===== config.mk =====
export PLATFORM = sky130hd
export DESIGN_NAME = mul_share_arbiter_flat
export DESIGN_NICKNAME = d
export VERILOG_FILES = /design/src/rtl/mul_share_arbiter_pkg.sv /design/src/rtl/mul_share_arbiter_if.sv /design/src/rtl/mul_rr_pick.sv /design/src/rtl/mul_share_arbiter.sv /design/src/flat_wrapper.sv
export SDC_FILE = /design/constraint.sdc
export NUM_CORES = 1
export LEC_CHECK = 0
export BUFFER_PORTS_ARGS = -buffer_cell sky130_fd_sc_hd__buf_2
export CAP_MARGIN = 15
export CORE_AREA = 2 2 131 133
export CTS_BUF_LIST = sky130_fd_sc_hd__clkbuf_4
export DETAILED_ROUTE_END_ITERATION = 10
export DIE_AREA = 0 0 133 135
export MAX_ROUTING_LAYER = met4
export PLACE_DENSITY = 0.59
export REMOVE_ABC_BUFFERS = 1
export SLEW_MARGIN = 0
export SYNTH_ARGS = -nofsm -noshare
export SYNTH_HDL_FRONTEND = slang
export SYNTH_HIERARCHICAL = 1
export SYNTH_SLANG_ARGS = --single-unit

===== constraint.sdc =====
create_clock -name clk_i -period 5.3 [get_ports clk_i]
set_clock_uncertainty 0.2 [all_clocks]
set_input_delay 0.265 -clock clk_i [delete_from_list [all_inputs] [get_ports clk_i]]
set_output_delay 0.265 -clock clk_i [all_outputs]
set_load 0.005 [all_outputs]

===== src/rtl/mul_share_arbiter_pkg.sv =====
// Shared types for the multiplier-sharing arbiter: operator encoding, widths and the
// buffered response record.
package mul_share_arbiter_pkg;

    localparam int unsigned XLEN          = 32;
    localparam int unsigned TRANS_ID_BITS = 3;

    typedef enum logic [3:0] {
        ADD, SUB, ANDL, ORL, XORL, SLL, SRL, SRA,
        MUL, MULH, MULHU, MULHSU, MULW, DIV, REM
    } fu_op;

    typedef struct packed {
        logic [XLEN-1:0]          result;
        logic [TRANS_ID_BITS-1:0] trans_id;
    } mul_rsp_t;

    function automatic logic is_mul_op(fu_op op);
        return op inside {MUL, MULH, MULHU, MULHSU, MULW};
    endfunction

endpackage


===== src/rtl/mul_share_arbiter_if.sv =====
// Requester-facing bus of the multiplier-sharing arbiter: per-requester issue handshake,
// buffered response handshake and the illegal-op pulse.
interface mul_share_arbiter_if #(
    parameter int unsigned NUM_REQ = 2
);
    import mul_share_arbiter_pkg::*;

    logic [NUM_REQ-1:0]       req_valid;
    logic [NUM_REQ-1:0]       req_ready;
    fu_op                     req_op       [NUM_REQ];
    logic [XLEN-1:0]          req_a        [NUM_REQ];
    logic [XLEN-1:0]          req_b        [NUM_REQ];
    logic [TRANS_ID_BITS-1:0] req_trans_id [NUM_REQ];
    logic [NUM_REQ-1:0]       rsp_valid;
    logic [NUM_REQ-1:0]       rsp_ready;
    logic [XLEN-1:0]          rsp_result   [NUM_REQ];
    logic [TRANS_ID_BITS-1:0] rsp_trans_id [NUM_REQ];
    logic [NUM_REQ-1:0]       illegal;

    modport master (
        output req_valid, req_op, req_a, req_b, req_trans_id, rsp_ready,
        input  req_ready, rsp_valid, rsp_result, rsp_trans_id, illegal
    );

    modport slave (
        input  req_valid, req_op, req_a, req_b, req_trans_id, rsp_ready,
        output req_ready, rsp_valid, rsp_result, rsp_trans_id, illegal
    );

endinterface


===== src/rtl/mul_rr_pick.sv =====
// Combinational round-robin picker: first eligible index at or after the pointer,
// wrapping modulo NUM_REQ.
module mul_rr_pick #(
    parameter int unsigned NUM_REQ = 2,
    parameter int unsigned IDX_W   = $clog2(NUM_REQ)
) (
    input  logic [NUM_REQ-1:0] eligible_i,
    input  logic [IDX_W-1:0]   rr_i,
    output logic [NUM_REQ-1:0] gnt_o,
    output logic [IDX_W-1:0]   idx_o,
    output logic               valid_o
);

    int unsigned cand;

    always_comb begin
        gnt_o   = '0;
        idx_o   = '0;
        valid_o = 1'b0;
        cand    = 0;
        for (int unsigned off = 0; off < NUM_REQ; off++) begin
            cand = (32'(rr_i) + off) % NUM_REQ;
            if (!valid_o && eligible_i[IDX_W'(cand)]) begin
                valid_o = 1'b1;
                idx_o   = IDX_W'(cand);
                gnt_o   = NUM_REQ'(1) << cand;
            end
        end
    end

endmodule


===== src/rtl/mul_share_arbiter.sv =====
// Shares one 1-cycle pipelined multiplier between NUM_REQ requesters with round-robin
// arbitration, single in-flight tracking and a one-entry response buffer per requester.
module mul_share_arbiter
    import mul_share_arbiter_pkg::*;
#(
    parameter int unsigned NUM_REQ = 2,
    parameter int unsigned IDX_W   = $clog2(NUM_REQ)
) (
    input  logic                     clk_i,
    input  logic                     rst_ni,
    input  logic                     flush_i,
    mul_share_arbiter_if.slave       bus,
    output logic                     mul_valid_o,
    output fu_op                     mul_op_o,
    output logic [XLEN-1:0]          mul_a_o,
    output logic [XLEN-1:0]          mul_b_o,
    output logic [TRANS_ID_BITS-1:0] mul_trans_id_o,
    input  logic                     mul_ready_i,
    input  logic                     mul_valid_i,
    input  logic [XLEN-1:0]          mul_result_i,
    input  logic [TRANS_ID_BITS-1:0] mul_trans_id_i
);

    logic [IDX_W-1:0]         rr_q, rr_d;
    logic                     inflight_q, inflight_d;
    logic [IDX_W-1:0]         inflight_idx_q, inflight_idx_d;
    logic [TRANS_ID_BITS-1:0] inflight_tid_q, inflight_tid_d;
    logic [NUM_REQ-1:0]       buf_v_q, buf_v_d;
    mul_rsp_t                 buf_q [NUM_REQ];
    mul_rsp_t                 buf_d [NUM_REQ];

    logic [NUM_REQ-1:0] base, eligible, take_illegal, gnt;
    logic [IDX_W-1:0]   gnt_idx;
    logic               gnt_valid;
    logic               ret_ok, fill_en;

    // A draining buffer counts as free; illegal ops are swallowed without using the grant.
    always_comb begin
        base         = '0;
        eligible     = '0;
        take_illegal = '0;
        for (int unsigned i = 0; i < NUM_REQ; i++) begin
            base[i] = bus.req_valid[i] && mul_ready_i && !flush_i
                      && !(inflight_q && (inflight_idx_q == IDX_W'(i)))
                      && !(buf_v_q[i] && !bus.rsp_ready[i]);
            eligible[i]     = base[i] && is_mul_op(bus.req_op[i]);
            take_illegal[i] = base[i] && !is_mul_op(bus.req_op[i]);
        end
    end

    mul_rr_pick #(
        .NUM_REQ (NUM_REQ),
        .IDX_W   (IDX_W)
    ) u_rr_pick (
        .eligible_i (eligible),
        .rr_i       (rr_q),
        .gnt_o      (gnt),
        .idx_o      (gnt_idx),
        .valid_o    (gnt_valid)
    );

    assign bus.req_ready = gnt | take_illegal;
    assign bus.illegal   = take_illegal;
    assign bus.rsp_valid = buf_v_q;

    for (genvar g = 0; g < NUM_REQ; g++) begin : gen_rsp
        assign bus.rsp_result[g]   = buf_q[g].result;
        assign bus.rsp_trans_id[g] = buf_q[g].trans_id;
    end

    always_comb begin
        mul_valid_o    = gnt_valid;
        mul_op_o       = ADD;
        mul_a_o        = '0;
        mul_b_o        = '0;
        mul_trans_id_o = '0;
        if (gnt_valid) begin
            mul_op_o       = bus.req_op[gnt_idx];
            mul_a_o        = bus.req_a[gnt_idx];
            mul_b_o        = bus.req_b[gnt_idx];
            mul_trans_id_o = bus.req_trans_id[gnt_idx];
        end
    end

    assign ret_ok  = mul_valid_i && inflight_q && (mul_trans_id_i == inflight_tid_q);
    assign fill_en = ret_ok && !flush_i;

    always_comb begin
        rr_d           = rr_q;
        inflight_d     = inflight_q;
        inflight_idx_d = inflight_idx_q;
        inflight_tid_d = inflight_tid_q;
        buf_v_d        = buf_v_q & ~bus.rsp_ready;
        buf_d          = buf_q;

        if (mul_valid_i && inflight_q) begin
            inflight_d = 1'b0;
        end
        // Fill after drain so a same-cycle fill keeps the buffer valid.
        if (fill_en) begin
            buf_v_d[inflight_idx_q] = 1'b1;
            buf_d[inflight_idx_q]   = '{result: mul_result_i, trans_id: mul_trans_id_i};
        end
        if (gnt_valid) begin
            rr_d           = (gnt_idx == IDX_W'(NUM_REQ - 1)) ? '0 : gnt_idx + IDX_W'(1);
            inflight_d     = 1'b1;
            inflight_idx_d = gnt_idx;
            inflight_tid_d = bus.req_trans_id[gnt_idx];
        end
        if (flush_i) begin
            inflight_d = 1'b0;
            buf_v_d    = '0;
        end
    end

    always_ff @(posedge clk_i or negedge rst_ni) begin
        if (!rst_ni) begin
            rr_q           <= '0;
            inflight_q     <= 1'b0;
            inflight_idx_q <= '0;
            inflight_tid_q <= '0;
            buf_v_q        <= '0;
            for (int unsigned i = 0; i < NUM_REQ; i++) begin
                buf_q[i] <= '0;
            end
        end else begin
            rr_q           <= rr_d;
            inflight_q     <= inflight_d;
            inflight_idx_q <= inflight_idx_d;
            inflight_tid_q <= inflight_tid_d;
            buf_v_q        <= buf_v_d;
            buf_q          <= buf_d;
        end
    end

    // Stray or mistagged multiplier results must never reach a response buffer.
    a_stray_dropped: assert property (@(posedge clk_i) disable iff (!rst_ni)
        (mul_valid_i && !ret_ok) |-> !fill_en);

    a_one_grant: assert property (@(posedge clk_i) disable iff (!rst_ni) $onehot0(gnt));

endmodule


===== src/flat_wrapper.sv =====
// flat-port wrapper written by rule: the top's interface ports become plain ports
module mul_share_arbiter_flat import mul_share_arbiter_pkg::*;
#(
    parameter int unsigned NUM_REQ = 2,
    parameter int unsigned IDX_W   = $clog2(NUM_REQ)
)
  (clk_i, rst_ni, flush_i, mul_valid_o, mul_op_o, mul_a_o, mul_b_o, mul_trans_id_o, mul_ready_i, mul_valid_i, mul_result_i, mul_trans_id_i, bus_req_valid, bus_req_op, bus_req_a, bus_req_b, bus_req_trans_id, bus_rsp_ready, bus_req_ready, bus_rsp_valid, bus_rsp_result, bus_rsp_trans_id, bus_illegal);
  mul_share_arbiter_if #(.NUM_REQ(NUM_REQ)) bus_i ();
  input  logic clk_i;
  input  logic rst_ni;
  input  logic flush_i;
  output logic mul_valid_o;
  output fu_op mul_op_o;
  output logic [XLEN-1:0] mul_a_o;
  output logic [XLEN-1:0] mul_b_o;
  output logic [TRANS_ID_BITS-1:0] mul_trans_id_o;
  input  logic mul_ready_i;
  input  logic mul_valid_i;
  input  logic [XLEN-1:0] mul_result_i;
  input  logic [TRANS_ID_BITS-1:0] mul_trans_id_i;
  input wire logic [$bits(bus_i.req_valid)-1:0] bus_req_valid;
  input wire logic [$bits(bus_i.req_op)-1:0] bus_req_op;
  input wire logic [$bits(bus_i.req_a)-1:0] bus_req_a;
  input wire logic [$bits(bus_i.req_b)-1:0] bus_req_b;
  input wire logic [$bits(bus_i.req_trans_id)-1:0] bus_req_trans_id;
  input wire logic [$bits(bus_i.rsp_ready)-1:0] bus_rsp_ready;
  output wire logic [$bits(bus_i.req_ready)-1:0] bus_req_ready;
  output wire logic [$bits(bus_i.rsp_valid)-1:0] bus_rsp_valid;
  output wire logic [$bits(bus_i.rsp_result)-1:0] bus_rsp_result;
  output wire logic [$bits(bus_i.rsp_trans_id)-1:0] bus_rsp_trans_id;
  output wire logic [$bits(bus_i.illegal)-1:0] bus_illegal;
  assign bus_i.req_valid = bus_req_valid;
  assign bus_i.req_op = {>>{bus_req_op}};
  assign bus_i.req_a = {>>{bus_req_a}};
  assign bus_i.req_b = {>>{bus_req_b}};
  assign bus_i.req_trans_id = {>>{bus_req_trans_id}};
  assign bus_i.rsp_ready = bus_rsp_ready;
  assign bus_req_ready = bus_i.req_ready;
  assign bus_rsp_valid = bus_i.rsp_valid;
  assign bus_rsp_result = {>>{bus_i.rsp_result}};
  assign bus_rsp_trans_id = {>>{bus_i.rsp_trans_id}};
  assign bus_illegal = bus_i.illegal;
  mul_share_arbiter #(.NUM_REQ(NUM_REQ), .IDX_W(IDX_W)) u_core (.clk_i(clk_i), .rst_ni(rst_ni), .flush_i(flush_i), .bus(bus_i), .mul_valid_o(mul_valid_o), .mul_op_o(mul_op_o), .mul_a_o(mul_a_o), .mul_b_o(mul_b_o), .mul_trans_id_o(mul_trans_id_o), .mul_ready_i(mul_ready_i), .mul_valid_i(mul_valid_i), .mul_result_i(mul_result_i), .mul_trans_id_i(mul_trans_id_i));
endmodule

## Word level (Yosys, flattened, before mapping)

Index checks and enable logic that the tools add are counted.

| operators by class | value |
|---|---|
| $add $sub $neg | 2 |
| order comparisons | 7 |
| equality and inequality tests | 11 |
| shift operators | 2 |
| mux-type cells | 37 |
| bitwise operators | 7 |
| reductions and logical operators | 35 |

Operators by type and width:

| operator | count |
|---|---|
| $mux 32 | 8 |
| $bwmux 70 | 1 |
| $eq 4x4->1 const B | 10 |
| $demux 35 s1 | 1 |
| $mux 35 | 1 |
| $logic_and 1x1->1 | 22 |
| $mux 4 | 4 |
| $mux 1 | 13 |
| $mux 3 | 4 |
| $logic_not 1->1 | 10 |
| $reduce_bool 5->1 | 2 |
| $mux 2 | 4 |
| $lt 1x2->1 const B | 3 |
| $ge 2x2->1 const B | 2 |
| $not 1->2 | 2 |
| $or 2x2->2 | 2 |
| $shl 1x1->2 const A | 2 |
| $eq 3x3->1 | 1 |
| $reduce_bool 3->1 | 1 |
| $add 1x1->1 const B | 2 |
| $and 2x2->2 | 1 |
| $lt 2x1->1 const B | 1 |
| $not 2->2 | 1 |
| $demux 1 s1 | 1 |
| other kinds (2) | 2 |

| word-level totals | value |
|---|---|
| flip-flop bits (word level) | 78 |
| logic and storage cells | 110 |

## Depth between registers and ports, before layout

Gate-level depths: netlist (run 1).

| logic depth | value |
|---|---|
| word-level depth | 17 |
| mapped depth | 8 |
| mapped depth without buffers | 6 |

## Hierarchy

Netlist (run 1), hierarchy kept.

By module, submodules not included:

| module | times used | cells an instance | area an instance (um^2) | sequential area each (um^2) |
|---|---|---|---|---|
| mul_share_arbiter | 1 | 355 | 4,525.6 | 1,951.9 |
| mul_rr_pick | 1 | 5 | 32.5 | 0.0 |

## Worst setup path after synthesis (run 1)

OpenSTA, ideal clock, no wires.

| path | value |
|---|---|
| kind | reg-to-output |
| from | reg u_core.buf_v_q[1] (netlist: u_core/bus.rsp_valid[1]) |
| to | out mul_a_o[0] |
| data arrival time | 1,830 ps |
| data required time | 4,835 ps |
| setup slack | 3,005 ps |
| cell stages (with the launch flop) | 9 |
| cells stage by stage | dfrtp_1 nand2b_1 nand4_1 nor2_1 a21boi_0 clkbuf_1 buf_2 mux2i_1 nor2b_1 |

| on the way | value |
|---|---|
| longest elaborated chain between the ends | 15 |
| elaborated cells between the ends (all ways) | 19 |
| those cells by class | mux: 12; bitwise: 1; reduce/logical: 6 |

RTL lines:

| element | line | source |
|---|---|---|
| start: declaration | mul_share_arbiter.sv:28 | `logic [NUM_REQ-1:0] buf_v_q, buf_v_d;` |
| start signal: assignment | mul_share_arbiter.sv:131 | `buf_v_q <= buf_v_d;` |
| $logic_and 1x1->1 (*) | mul_share_arbiter.sv:45 | `&& !(buf_v_q[i] && !bus.rsp_ready[i]);` |
| $logic_not 1->1 (*) | mul_share_arbiter.sv:45 |  |
| $logic_and 1x1->1 (*) | mul_share_arbiter.sv:45 |  |
| $logic_and 1x1->1 (*) | mul_share_arbiter.sv:46 | `eligible[i] = base[i] && is_mul_op(bus.req_op[i]);` |
| named net u_core.eligible[1] | mul_share_arbiter.sv:32 | `logic [NUM_REQ-1:0] base, eligible, take_illegal, gnt;` |
| $mux 1 (implied by the code) (2 in series) | mul_rr_pick.sv:23 | `if (!valid_o && eligible_i[IDX_W'(cand)]) begin` |
| $mux 1 | mul_rr_pick.sv:23 |  |
| $logic_not 1->1 | mul_rr_pick.sv:23 |  |
| $logic_and 1x1->1 | mul_rr_pick.sv:23 |  |
| $mux 1 (*) | mul_rr_pick.sv:23 |  |
| named net u_core.gnt_idx | mul_share_arbiter.sv:33 | `logic [IDX_W-1:0] gnt_idx;` |
| $not 1->2 (implied by the code) (*) | mul_share_arbiter.sv:79 | `mul_a_o = bus.req_a[gnt_idx];` |
| $mux 32 (implied by the code) (*) (3 in series) | mul_share_arbiter.sv:79 |  |
| $mux 32 (*) | mul_share_arbiter.sv:77 | `if (gnt_valid) begin` |
| end: declaration | flat_wrapper.sv:14 | `output logic [XLEN-1:0] mul_a_o;` |

The timed path passes the listed nets; every way through them passes the cells marked *. The select of a mux whose other input is x is not followed.

## Worst setup path in the final report (run 1)

| path | value |
|---|---|
| from | in flush_i |
| to | out mul_trans_id_o[2] |

| on the way | value |
|---|---|
| longest elaborated chain between the ends | 16 |
| elaborated cells between the ends (all ways) | 24 |
| those cells by class | mux: 12; bitwise: 1; reduce/logical: 11 |

RTL lines:

| element | line | source |
|---|---|---|
| start: declaration | flat_wrapper.sv:11 | `input logic flush_i;` |
| $logic_not 1->1 (*) | mul_share_arbiter.sv:43 | `base[i] = bus.req_valid[i] && mul_ready_i && !flush_i` |
| $logic_and 1x1->1 (*) | mul_share_arbiter.sv:43 |  |
| $logic_and 1x1->1 (*) | mul_share_arbiter.sv:44 | `&& !(inflight_q && (inflight_idx_q == IDX_W'(i)))` |
| $logic_and 1x1->1 (*) | mul_share_arbiter.sv:45 |  |
| $logic_and 1x1->1 (*) | mul_share_arbiter.sv:46 |  |
| named net u_core.eligible[1] | mul_share_arbiter.sv:32 |  |
| $mux 1 (implied by the code) (2 in series) | mul_rr_pick.sv:23 |  |
| $mux 1 | mul_rr_pick.sv:23 |  |
| $logic_not 1->1 | mul_rr_pick.sv:23 |  |
| $logic_and 1x1->1 | mul_rr_pick.sv:23 |  |
| $mux 1 (*) | mul_rr_pick.sv:23 |  |
| named net u_core.gnt_idx | mul_share_arbiter.sv:33 |  |
| $not 1->2 (implied by the code) (*) | mul_share_arbiter.sv:81 | `mul_trans_id_o = bus.req_trans_id[gnt_idx];` |
| $mux 3 (implied by the code) (*) (3 in series) | mul_share_arbiter.sv:81 |  |
| $mux 3 (*) | mul_share_arbiter.sv:77 |  |
| end: declaration | flat_wrapper.sv:16 | `output logic [TRANS_ID_BITS-1:0] mul_trans_id_o;` |

Marked as above.

==> impl_metrics.env, run 1 <==
export IMPL_synth_adder_area_share_pct=0
export IMPL_arrival_ns=3.12
export IMPL_post_route_cell_area_um2=7010
export IMPL_cp_max_fo=28
export IMPL_power_total_w=0.00130
export IMPL_totalWireLength_um=15700
export IMPL_h_tree_depth=3
export IMPL_cts_setup_buffers=0
export IMPL_overflow=0
export IMPL_grt_pass1_wl_um=23700
export IMPL_cts_sinks=78
export IMPL_synth_top_family_by_area="multiplexers"
export IMPL_crit_path_start_kind="input pin"
export IMPL_initial_utilization_pct=27.8
export IMPL_tightest_slew_ns=0.980
export IMPL_fin_crit_ns=3.59
export IMPL_drive_gt1_share_pct=58.6
export IMPL_synth_top_cell_by_area="dfrtp_1"
export IMPL_clkLatencyLatePin_ns=0.43
export IMPL_drtIter0Drc=90
export IMPL_min_path_type="register to register"
export IMPL_io_pins=334
export IMPL_synth_compound_area_share_pct=1.73
export IMPL_die_width_um=133
export IMPL_grt_pass1_vias=4276
export IMPL_holdPathEnd="u_core/bus.rsp_trans_id[5]"
export IMPL_grt_max_degree=82
export IMPL_detail_route_antenna_nets=0
export IMPL_synth_simple_area_share_pct=13.1
export IMPL_leakagePower_nw=3.96
export IMPL_die_y_um=135
export IMPL_drv_slew=0
export IMPL_dpl_hpwl_um=12300
export IMPL_yosysTopAreaCellShare_pct=42.8
export IMPL_dr_pass1_iters=6
export IMPL_dp_slack_ns=2.26
export IMPL_die_area_um2=18000
export IMPL_cts_buffer_depth=2
export IMPL_cts_tree="yes"
export IMPL_synth_seq_area_share_pct=42.8
export IMPL_post_synth_xor_area_fraction_pct=0.576
export IMPL_critPathRequiredTime_ns=4.84
export IMPL_hold_viol=0
export IMPL_synthDistinctLibCells=27
export IMPL_setup_violations=0
export IMPL_finalCritPeriodShare_pct=67.7
export IMPL_coreArea_um2=16400
export IMPL_hold_buffers=46
export IMPL_via_per_inst=4.31
export IMPL_fin_ws_ns=1.71
export IMPL_antenna_found_initial=2
export IMPL_numCtsBuffers=9
export IMPL_rsz0062_at_grt="no"
export IMPL_detail_route_wl_per_cell_um=16.4
export IMPL_max_slew_margin_pct=34.7
export IMPL_gp_congestion=0.808
export IMPL_hold_depth=1
export IMPL_track_usage_pct=17.6
export IMPL_hp_start="u_core/bus.rsp_trans_id[5]"
export IMPL_yosys_top_cells_area="dfrtp_1 43%, mux2_4 19%, mux2i_1 16%"
export IMPL_cts_root_buf="clkbuf_4"
export IMPL_fmax_ghz=0.279
export IMPL_drc=0
export IMPL_rr_worst_depth=8
export IMPL_power_density_nw_per_um2=186
export IMPL_ir_drop_v=0.0000967
export IMPL_reg2reg_slack_ns=2.00
export IMPL_areaGrowthSynthToFinish_pct=53.8
export IMPL_endpoint_kind="output pin"
export IMPL_synth_warnings=6
export IMPL_fin_setup_tns_ns=0
export IMPL_syn_area_um2=4560
export IMPL_nets=916
export IMPL_clk_pin_slew_ns=0.13
export IMPL_path_class="input pin to output pin"
export IMPL_timing_rr_end="u_core/inflight_tid_q[0]"
export IMPL_mostFrequentLayoutCell="buf_2"
export IMPL_final_cell_mix="332 x buf_2, 78 x dfrtp_1, 72 x mux2i_1, 72 x nor2b_1, 58 x mux2_4"
export IMPL_syn_inst=360
export IMPL_num_vias=4126
export IMPL_cts_resized_gates=0
export IMPL_port_buffer_count=333
export IMPL_cap_violations=0
export IMPL_status="finished clean"
export IMPL_r2r_start="u_core/bus.rsp_valid[1]"
export IMPL_yosys_register_bits=78
export IMPL_num_rows=47
export IMPL_synth_mux_area_share_pct=38.1
export IMPL_place_area_um2=6400
export IMPL_syn_area_per_cell_um2=12.7
kinds of logic (layout without fill, tap and decap cells):
| kind of cell | count (synthesis) | after routing |
|---|---|---|
| multiplexers | 143 | 143 |
| AO/OA/AOI/OAI | 13 | 13 |
| buffers and inverters | 29 | 404 |
| AND/OR/NAND/NOR | 94 | 94 |
| flip-flops | 78 | 78 |
| XOR/XNOR | 3 | 3 |
| other | 0 | 3 |
flip-flops by register name, indices dropped and copies added (netlist names):
signal	flops
u_core/inflight_idx_q	1
u_core/inflight_q	1
u_core/bus.rsp_trans_id	6
u_core/rr_q	1
u_core/bus.rsp_result	64
u_core/inflight_tid_q	3
u_core/bus.rsp_valid	2
stage by stage:
stage | std cells | utilization [%] | hold slack (ns)
finish | 958 | 42.7 | 0.314
detailed placement | 893 | 39.0 | 0.287
global route | 957 | 42.7 | 0.334
CTS | 955 | 42.7 | 0.319
global placement | 893 | 39.0 | 0.284
floorplan | 335 | - | -0.231
area by class of cell:
cell class              count  area, um2
fillers                  1589       9400
multi-input cells         253       2450
repair buffers            384       2170
flip-flops and latches     78       1950
well taps                 220        275
clock inverters             7       77.6
clock buffers               9       67.6
inverters                   4       15.0
diodes                      3       7.51
worst max-delay path: stages:
cell           delay [ns]
dlygate4sd3_1        0.54
buf_2                0.15
nor2b_1              0.15
nand4_1              0.15
nor2_1               0.19
a21boi_4             0.62
buf_4                0.53
mux2i_1              0.29
nor2b_1              0.08
buf_2                0.13
Yosys cell counts:
cell       count
nand2b_1       2
and2_1         2
nand4_2        1
nand2_1        3
buf_2          8
o21ai_0        2
mux2_4        58
nor2b_1       72
a21oi_1        6
o2111ai_1      1
buf_4          1
nand4_1        1
xnor2_1        3
nand4_4        1
clkbuf_1      10
buf_6          6
and4bb_2       1
mux2_2        13
o21bai_1       2
mux2i_1       72
nor2_1         8
dfrtp_1       78
and4_2         1
and4b_1        1
a21boi_0       2
inv_1          4
or2_1          1
power breakdown:
group	total (W)	internal (W)	switching [W]
clock network	0.000375	0.000150	0.000226
registers	0.000646	0.000627	0.0000187
logic	0.000281	0.000163	0.000118
total	0.00130	0.000940	0.000362
per-layer routing:
metal / up-vias / track usage (%) / share of wire, %
met5: - / - / 0
met4: 0 / 5.44 / 1.3
met3: 11 / 4.24 / 7.1
met2: 199 / 31.0 / 52
met1: 1924 / 19.9 / 40
li1: 1992 / - / -
worst max path at each step:
stage	start	to	slack [ns]	cells after the start
floorplan	u_core/inflight_idx_q	mul_trans_id_o[0]	-4.35	5
global placement	flush_i	mul_trans_id_o[2]	2.31	9
detailed placement	flush_i	mul_trans_id_o[0]	2.26	9
CTS	flush_i	mul_trans_id_o[0]	1.70	10
global route	flush_i	mul_trans_id_o[0]	1.42	10
finish	flush_i	mul_trans_id_o[2]	1.71	10
Note: power is estimated with default switching activity, not from simulation.
==> run 2: changes to the inputs <==
CORE_AREA = 2 2 130 132   (was 2 2 131 133)
DIE_AREA = 0 0 132 134   (was 0 0 133 135)
PLACE_DENSITY = 0.62   (was 0.59)
clock period = 3.24 ns   (was 5.3 ns; I/O delays follow)
==> impl_metrics.env, run 2 (synthesis gave the netlist of run 1 again) <==
export IMPL_overflow=0
export IMPL_place_area_um2=6420
export IMPL_cts_sinks=78
export IMPL_via_per_inst=4.28
export IMPL_cp_slowest_cell="dlygate4sd3_1"
export IMPL_cp_max_fo=62
export IMPL_drv_slew=0
export IMPL_cp_cell_sequence="dlygate4sd3_1, buf_2, nor2b_1, o2111ai_1, nor2_1, or2_2, buf_12, nor2b_1, buf_2"
export IMPL_num_vias=4091
export IMPL_coreArea_um2=16300
export IMPL_max_slew_margin_pct=34.0
export IMPL_grt_max_degree=79
export IMPL_cap_violations=0
export IMPL_clk_pin_slew_ns=0.13
export IMPL_startpoint="flush_i"
export IMPL_status="finished clean"
export IMPL_mostFrequentLayoutCell="buf_2"
export IMPL_grt_pass1_wl_um=23300
export IMPL_leakagePower_nw=3.97
export IMPL_detail_route_wl_per_cell_um=16.0
export IMPL_critPathRequiredTime_ns=2.88
export IMPL_rr_worst_depth=8
export IMPL_arrival_ns=2.60
export IMPL_n_antenna_cell=0
export IMPL_port_buffer_count=333
export IMPL_path_class="input pin to output pin"
export IMPL_die_width_um=132
export IMPL_final_cell_mix="332 x buf_2, 78 x dfrtp_1, 72 x mux2i_1, 72 x nor2b_1, 58 x mux2_4"
export IMPL_gp_congestion=0.853
export IMPL_track_usage_pct=17.4
export IMPL_numCtsBuffers=9
export IMPL_reg2reg_slack_ns=0.45
export IMPL_num_fill_cells=1565
export IMPL_multi_input_area_um2=2450
export IMPL_die_area_um2=17700
export IMPL_drc=0
export IMPL_final_util_pct=43.1
export IMPL_antenna_found_initial=0
export IMPL_h_tree_depth=3
export IMPL_post_route_cell_area_um2=7020
export IMPL_fin_crit_ns=2.96
export IMPL_nets=916
export IMPL_ir_drop_v=0.000187
export IMPL_rsz0062_at_grt="no"
export IMPL_initial_utilization_pct=28.0
export IMPL_num_rows=47
export IMPL_endpoint_kind="output pin"
export IMPL_drive_gt1_share_pct=58.6
export IMPL_slowest_delay_ns=0.53
export IMPL_min_path_type="input pin to async pin"
export IMPL_regArea_um2=1950
export IMPL_fmax_ghz=0.338
export IMPL_cts_root_buf="clkbuf_4"
export IMPL_cts_resized_gates=0
export IMPL_dpl_hpwl_um=11800
export IMPL_timing_rr_end="u_core/inflight_tid_q[0]"
export IMPL_areaGrowthSynthToFinish_pct=54.1
export IMPL_cts_tree="yes"
export IMPL_power_density_nw_per_um2=300
export IMPL_r2r_start="u_core/inflight_idx_q"
export IMPL_detail_route_antenna_nets=0
export IMPL_largest_reg_flops=64
export IMPL_setup_violations=0
export IMPL_crit_path_start_kind="input pin"
export IMPL_drtIter0Drc=91
export IMPL_totalWireLength_um=15300
export IMPL_grt_pass1_vias=4391
export IMPL_io_pins=334
export IMPL_cts_buffer_depth=2
export IMPL_fin_setup_tns_ns=0
export IMPL_finalCritPeriodShare_pct=91.4
export IMPL_clkLatencyLatePin_ns=0.42
export IMPL_die_y_um=134
export IMPL_dr_pass1_iters=4
export IMPL_tightest_slew_ns=0.989
export IMPL_hold_viol=0
run 2: cell types whose count changed in the layout (fill, tap and decap cells not counted), sizes merged:
cell and change:
clkbuf +2, diode -3, inv -3, clkinv +2, clkinvlp -1
run 2: worst max path at each step:
stage / end
4_1_cts: mul_a_o[1]
6_report: mul_a_o[1]
3_3_place_gp: mul_trans_id_o[0]
5_1_grt: mul_a_o[1]
2_1_floorplan: mul_trans_id_o[0]
3_5_place_dp: mul_trans_id_o[0]
run 2: layout make-up:
| cell class | count | share of cell area (%) |
|---|---|---|
| inverter | 4 | 0.214 |
| tap | 220 | 3.92 |
| sequential | 78 | 27.8 |
| multi-input combinational | 253 | 34.9 |
| clock buffer | 11 | 1.18 |
| timing repair buffer | 384 | 31.2 |
| clock inverter | 5 | 0.819 |
run 2: power breakdown:
| part | switching [W] | total (W) | internal [W] |
|---|---|---|---|
| logic | 0.000188 | 0.000456 | 0.000268 |
| registers | 0.0000308 | 0.00106 | 0.00103 |
| clock network | 0.000340 | 0.000595 | 0.000255 |
| total | 0.000559 | 0.00211 | 0.00155 |
run 2: repair_timing:
item	4_1_cts	5_1_grt
hold endpoints to repair	154	0
setup buffers	0	0
hold buffers	46	0
run 2: per-stage QoR:
| step | worst slack (ns) | power [W] | hold WS, ns | instances |
|---|---|---|---|---|
| 3_5_place_dp | 0.805 | 0.00149 | 0.189 | 893 |
| 5_1_grt | 0.0866 | 0.00224 | 0.240 | 955 |
| 2_1_floorplan | -6.31 | 0.00126 | -0.334 | 335 |
| 3_3_place_gp | 0.816 | 0.00149 | 0.188 | 893 |
| 6_report | 0.278 | 0.00211 | 0.258 | 955 |
| 4_1_cts | 0.273 | 0.00214 | 0.229 | 955 |
run 2: layer usage:
layer  wire length, um  track usage [%]  vias to the layer above  share of wire, %
met3              1130             4.72                       17               7.4
met5                 0                -                        -                 0
li1                  -                -                     1986                 -
met2              7900             31.0                      202                52
met4               283             5.31                        0               1.8
met1              5990             18.9                     1886                39
run 2: worst max-delay path, delay by kind of cell:
family / cells / cell delay (ns)
buffers and inverters: 4 / 1.11
AND/OR/NAND/NOR: 4 / 1.11
AO/OA/AOI/OAI: 1 / 0.19
